## src/rtl/cordic_pkg.sv

```systemverilog
// +----------------------------------------------------------------------------+
// | cordic_pkg: CORDIC FSM state codes, host sequencer states, mode constants   |
// | Rev 1.0                                                                     |
// +----------------------------------------------------------------------------+
`default_nettype none

package cordic_pkg;

  typedef enum logic [2:0] {
    CS_IDLE      = 3'd0,
    CS_ROT_SETUP = 3'd1,
    CS_ROT_ITER  = 3'd2,
    CS_VEC_SETUP = 3'd3,
    CS_VEC_ITER  = 3'd4
  } cordic_state_t;

  typedef enum logic [2:0] {
    S_IDLE      = 3'd0,
    S_ISSUE     = 3'd1,
    S_WAIT_BUSY = 3'd2,
    S_WAIT_DONE = 3'd3,
    S_RESP      = 3'd4
  } host_state_t;

  localparam logic MODE_ROT = 1'b0;
  localparam logic MODE_VEC = 1'b1;

  // True when the FSM code belongs to the active family of the given mode.
  function automatic logic in_family(input logic mode, input logic [2:0] st);
    if (mode == MODE_VEC)
      return (st == 3'(CS_VEC_SETUP)) || (st == 3'(CS_VEC_ITER));
    else
      return (st == 3'(CS_ROT_SETUP)) || (st == 3'(CS_ROT_ITER));
  endfunction

endpackage

`default_nettype wire

```

## src/rtl/cordic_host_sequencer.sv

```systemverilog
// +----------------------------------------------------------------------------+
// | cordic_host_sequencer: issues one CORDIC operation per request and returns  |
// | the captured result (or an error) on a valid/ready response port. Rev 1.0   |
// +----------------------------------------------------------------------------+
`default_nettype none

module cordic_host_sequencer
  import cordic_pkg::*;
#(
  parameter int WIDTH   = 16,
  parameter int TIMEOUT = 32,
  parameter int TCW     = 6
) (
  input  logic             clka,
  input  logic             reset,
  input  logic             req_valid,
  output logic             req_ready,
  input  logic             req_mode,
  input  logic [WIDTH-1:0] req_x,
  input  logic [WIDTH-1:0] req_y,
  input  logic [WIDTH-1:0] req_z,
  output logic             start,
  output logic             cordic_mode,
  output logic [WIDTH-1:0] x_in,
  output logic [WIDTH-1:0] y_in,
  output logic [WIDTH-1:0] z_in,
  input  logic [2:0]       cordic_state,
  input  logic [WIDTH-1:0] x_out,
  input  logic [WIDTH-1:0] y_out,
  input  logic [WIDTH-1:0] z_out,
  output logic             rsp_valid,
  input  logic             rsp_ready,
  output logic [WIDTH-1:0] rsp_x,
  output logic [WIDTH-1:0] rsp_y,
  output logic [WIDTH-1:0] rsp_z,
  output logic             rsp_err
);

  host_state_t    r_state;
  logic [TCW-1:0] r_cnt;

  logic [TCW-1:0] w_cnt_inc;
  logic           w_timeout;
  logic           w_fsm_idle;
  logic           w_expected;

  // Saturating increment; the timeout fires on the cycle the count would reach TIMEOUT.
  assign w_cnt_inc  = (r_cnt == {TCW{1'b1}}) ? r_cnt : r_cnt + TCW'(1);
  assign w_timeout  = (w_cnt_inc == TCW'(TIMEOUT));
  assign w_fsm_idle = (cordic_state == 3'(CS_IDLE));
  assign w_expected = in_family(cordic_mode, cordic_state);

  always_ff @(posedge clka or negedge reset) begin
    if (!reset) begin
      r_state     <= S_IDLE;
      r_cnt       <= '0;
      req_ready   <= 1'b0;
      start       <= 1'b0;
      cordic_mode <= 1'b0;
      x_in        <= '0;
      y_in        <= '0;
      z_in        <= '0;
      rsp_valid   <= 1'b0;
      rsp_x       <= '0;
      rsp_y       <= '0;
      rsp_z       <= '0;
      rsp_err     <= 1'b0;
    end else begin
      start <= 1'b0;
      case (r_state)
        S_IDLE: begin
          req_ready <= 1'b1;
          if (req_valid && req_ready) begin
            x_in        <= req_x;
            y_in        <= req_y;
            z_in        <= req_z;
            cordic_mode <= req_mode;
            req_ready   <= 1'b0;
            start       <= 1'b1;
            r_state     <= S_ISSUE;
          end
        end
        S_ISSUE: begin
          r_cnt   <= '0;
          r_state <= S_WAIT_BUSY;
        end
        S_WAIT_BUSY: begin
          if (!w_fsm_idle) begin
            if (w_expected) begin
              r_cnt   <= '0;
              r_state <= S_WAIT_DONE;
            end else begin
              {rsp_x, rsp_y, rsp_z} <= '0;
              rsp_err   <= 1'b1;
              rsp_valid <= 1'b1;
              r_state   <= S_RESP;
            end
          end else if (w_timeout) begin
            {rsp_x, rsp_y, rsp_z} <= '0;
            rsp_err   <= 1'b1;
            rsp_valid <= 1'b1;
            r_state   <= S_RESP;
          end else begin
            r_cnt <= w_cnt_inc;
          end
        end
        S_WAIT_DONE: begin
          if (w_fsm_idle) begin
            rsp_x     <= x_out;
            rsp_y     <= y_out;
            rsp_z     <= z_out;
            rsp_err   <= 1'b0;
            rsp_valid <= 1'b1;
            r_state   <= S_RESP;
          end else if (!w_expected || w_timeout) begin
            {rsp_x, rsp_y, rsp_z} <= '0;
            rsp_err   <= 1'b1;
            rsp_valid <= 1'b1;
            r_state   <= S_RESP;
          end else begin
            r_cnt <= w_cnt_inc;
          end
        end
        S_RESP: begin
          if (rsp_ready) begin
            rsp_valid <= 1'b0;
            req_ready <= 1'b1;
            r_state   <= S_IDLE;
          end
        end
        default: r_state <= S_IDLE;
      endcase
    end
  end

endmodule

`default_nettype wire

```

## config.mk

```make
export PLATFORM = sky130hd
export DESIGN_NAME = cordic_host_sequencer
export DESIGN_NICKNAME = d
export VERILOG_FILES = /design/src/rtl/cordic_pkg.sv /design/src/rtl/cordic_host_sequencer.sv
export SDC_FILE = /design/constraint.sdc
export NUM_CORES = 1
export LEC_CHECK = 0
export ABC_AREA = 1
export CAP_MARGIN = 0
export CORE_MARGIN = 10
export CORE_UTILIZATION = 46
export DETAILED_ROUTE_END_ITERATION = 8
export HOLD_SLACK_MARGIN = 0.08
export PLACE_DENSITY = 0.86
export SYNTH_ARGS = -nofsm -noshare
export SYNTH_HDL_FRONTEND = slang
export SYNTH_SLANG_ARGS = --single-unit
```

## constraint.sdc

```tcl
create_clock -name clka -period 5.35 [get_ports clka]
set_input_delay 1.605 -clock clka [delete_from_list [all_inputs] [get_ports clka]]
set_output_delay 1.605 -clock clka [all_outputs]
set_load 0.01 [all_outputs]
```

==> results <==
- The initial utilization of the core area, before any placement, comes to 0.467.
- The register-to-register setup slack is 2880 ps.
- In the final timing run, aggregate negative setup slack is 0 ps.
- The most frequent cell on the critical path is sky130_fd_sc_hd__nand2_1.
- Detailed routing inserted a total of 4292 vias.
- The worst-case reg-to-reg path depth is 10.
- The antenna diode count is 0.
- The number of synthesized flops with an enable pin is 0.
- The global-route congestion overflow total is 0.
- The floorplan die area is 14800 um^2.
- In this run the clock root is driven by a sky130_fd_sc_hd__clkbuf_8.
- The clock-pin slew on the worst setup and hold paths is 110 ps.
- For the worst setup path, the data required time is 5650 ps.
- The kind of critical path is in2reg.
- The final count of pins violating max slew was 0.
- The detailed-placement wirelength estimate is 10600 um.
- The number of detailed-route iterations in the first pass is 4.
- The post-synthesis cell type with the largest combined area is sky130_fd_sc_hd__dfrtp_1.
- The number of antenna violations at the first check in global routing is 0.
- IR analysis of the VDD net gives a maximum drop of 0.280 mV.
- The worst register-to-register path begins at r_state[0].
- TritonCTS built the clock tree.
- In this run the deepest clock path goes through 2 buffers.
- Between clock sinks in the finished design, the worst skew comes to 10.7 ps.
- The count of antenna-violating nets left after detailed routing is 0.
- The area taken by flip-flops and latches is 2750 um^2.
- After synthesis, the share of flip-flops with an asynchronous set or reset is 1.00.
- The number of primary I/O pins is 205.
- The logic depth of the worst path, buffers included is 11.
- The number of port buffers is 204.
- The max-cap check violation count is 0.
- Fill cells in the final layout number 769.
- The number of nets in the layout is 843.
- The leading register cell type out of synthesis is sky130_fd_sc_hd__dfrtp_1.
- The final instance count without filler cells is 879.
- The critical path startpoint category is a primary input.
- Derived from the worst setup path, the maximum achievable clock frequency is 291 MHz.
- The first global-routing pass estimated 22500 um of wire.
- Setup repair after global routing left no endpoint under its margin.
- The vias per cell is 4.88.
- The routed design has 14300 um of wire.
- CTS saw 110 sinks.
- The number of hold violations in the final report is 0.
- The signed area change from the synthesized netlist to the final layout is 47.5%.
- Of the post-synthesis cell area, the dominant cell type holds 0.578.
- The synthesized design contains 110 register bits.
- The synthesized instance count is 545.
- Averaged over all synthesized cells, the footprint is 8.73 um^2.
- Dividing the detail-routed wire length by the instance count gives 16.2 um.
- In this run, the number of DRC markers left after iteration 0 of detailed routing was 412.
- The net count of the mapped netlist is 650.
- The number of warnings reported in the yosys synthesis log is 0.
- The endpoint identified for the worst register-to-register timing path is x_in[15].
- The share of post-route cells with drive strength above 1 is 0.102.
- The number of hold-repair buffers added at the cts stage is 0.
- Counting instances, the worst hold path has a depth of 2.
- The final period demand of the worst path is 3440 ps.
- The leakage component of the power is 3.46 nW.
- In this run the power density over the cells is 451 nW/um^2.
- Together, buffers and inverters on the worst path number 4.
- Following the worst setup path forward leads to its endpoint at rsp_x[12].
- Routability-driven placement finished with a final weighted congestion of 0.897.
- In this run the worst hold path is classified as reg2reg.
- Once placement completed, the tool counted placed cells totaling 863.
- The via count of the first global-routing pass is 4419.
- Dividing the final minimum period by the clock period gives 0.642.
- Traced cell by cell, the critical path runs through clkdlybuf4s50_1 > nor2_1 > inv_1 > nor2_4 > buf_4 > nand2_1 > nand2_4 > nand2_4 > inv_6 > nand2_1 > nand2_1.
- By area the synthesized netlist is led by sky130_fd_sc_hd__dfrtp_1, sky130_fd_sc_hd__nand2_1, sky130_fd_sc_hd__nand2_2.
- Tracing the worst setup path back leads to its startpoint at cordic_state[1].
- The netlist uses 25 different library cells.
- In this run the core area contains 37 standard-cell rows.
- The type of element capturing the critical path is a flop.
- At the pin with the least slew margin, the transition time is 1170 ps.
- On the worst path, the slowest cell contributes a delay of 430 ps.
- The total routing resource utilization after global routing is 0.188.
- The portion of the post-synthesis area used by sequential elements is 0.578.
- The final routed DRC violation total is 0.
- Setup violations remaining at the end of the flow were counted as 0.
- The area of combinational cells with multiple inputs is 1770 um^2.
- The worst endpoint data arrival time is 3740 ps.
- The worst hold path begins at y_in[15].
- The clock latency at the later pin of the worst-skew pair is 360 ps.
- The number of gates resized after CTS was 0.
- After clock tree synthesis, the setup repair step added 0 buffers.
- Measured along the y axis, the die boundary spans 122 um.
- The flow ran to the end, and the final reports show no timing, DRC or antenna violations.
- Broken down by cell family, the worst path's largest delay share belongs to buffers and inverters.
- The cell area after technology mapping is 4760 um^2.
- The pin count of the biggest net entering global routing is 86.
- The critical path's slowest cell is sky130_fd_sc_hd__buf_4.
- Headroom to the max-slew limit came out at 0.220.
- The maximum level of the CTS H-tree is 3.
- Clock tree synthesis inserted a total of 9 buffers.
- The die is 122 um wide.
- The core area is 10200 um^2.
- The maximum net fanout on the critical path is 52.
[kinds of logic (layout without fill, tap and decap cells)]
kind of cell             after synthesis  count (layout)  synth area share
AO/OA/AOI/OAI                         10              10            0.0131
XOR/XNOR                               1               1           0.00184
adder cells (fa/ha/maj)                1               1           0.00263
buffers and inverters                 44             242            0.0544
flip-flops                           110             110             0.578
AND/OR/NAND/NOR                      379             379             0.349
[synth_stat cells, types with 3 or more instances]
library cell and n:
sky130_fd_sc_hd__clkbuf_1 16, sky130_fd_sc_hd__dfrtp_1 110, sky130_fd_sc_hd__nand2_2 46, sky130_fd_sc_hd__nand3_1 55, sky130_fd_sc_hd__nand2_1 246, sky130_fd_sc_hd__a21oi_1 4, sky130_fd_sc_hd__nand2_4 3, sky130_fd_sc_hd__inv_1 16
sky130_fd_sc_hd__a31oi_1 3, sky130_fd_sc_hd__nand4_1 7, sky130_fd_sc_hd__nor2_1 19, sky130_fd_sc_hd__buf_2 4, sky130_fd_sc_hd__buf_12 4
[cells in the final DEF (no fill, tap or decap), drive strengths merged, types with 2 or more instances in the layout]
master and count:
clkinv 2, a31oi 3, clkdlybuf4s50 203, a21oi 4
dfrtp 110, nor2 21, nand2 295, nand4 7
inv 20, nand3 56, clkbuf 11, buf 5
[flip-flops by register name (all words and copies together) (netlist names)]
register     flops
rsp_x           16
rsp_y           16
rsp_z           16
x_in            16
y_in            16
z_in            16
r_cnt            6
r_state          3
cordic_mode      1
req_ready        1
rsp_err          1
rsp_valid        1
start            1
[worst register-to-register path, stage by stage (launching register included)]
cell and delay (ps):
sky130_fd_sc_hd__dfrtp_1 410, sky130_fd_sc_hd__nor2_1 150, sky130_fd_sc_hd__inv_1 70, sky130_fd_sc_hd__nor2_1 140
sky130_fd_sc_hd__inv_1 110, sky130_fd_sc_hd__nor2_4 80, sky130_fd_sc_hd__buf_4 420, sky130_fd_sc_hd__inv_1 440
sky130_fd_sc_hd__buf_4 370, sky130_fd_sc_hd__nand2_1 110, sky130_fd_sc_hd__nand2_1 50
[per-stage QoR]
stage / util / instance area [um^2] / total power [mW] / hold WS, ps / setup WS (ps)
6_report: 0.689 / 7020 / 3.17 / 479 / 1910
3_5_place_dp: 0.671 / 6830 / 2.69 / 457 / 1530
2_1_floorplan: - / 4760 / 1.97 / 485 / 2540
5_1_grt: 0.689 / 7020 / 3.39 / 503 / 1760
3_3_place_gp: 0.671 / 6830 / 2.65 / 453 / 1590
4_1_cts: 0.689 / 7020 / 3.20 / 483 / 1930
[how the worst min path moves through the flow]
| stage | slack (ps) | endpoint |
|---|---|---|
| 2_1_floorplan | 490 | r_cnt[5] |
| 3_3_place_gp | 450 | z_in[15] |
| 3_5_place_dp | 460 | x_in[12] |
| 4_1_cts | 480 | x_in[12] |
| 5_1_grt | 500 | rsp_x[10] |
| 6_report | 480 | y_in[15] |
[power breakdown]
part / internal, mW / switching, mW
combinational: 0.669 / 0.718
sequential: 1.10 / 0.176
clock: 0.220 / 0.285
[metal layers]
metal | vias to the layer above | part of all wire | global-route usage
met3 | 10 | 0.14 | 0.106
met4 | 0 | 0.011 | 0.0626
met5 | - | 0 | 0
met1 | 2013 | 0.41 | 0.230
li1 | 2079 | - | -
met2 | 190 | 0.44 | 0.276
[final cells by class]
type,instances,share of cell area
Multi-Input combinational cell,391,0.252
Sequential cell,110,0.392
Inverter,18,0.0103
Timing Repair Buffer,208,0.295
Clock buffer,11,0.0187
Tap cell,136,0.0242
Clock inverter,5,0.00820
Power figures use the tool's default switching activity.
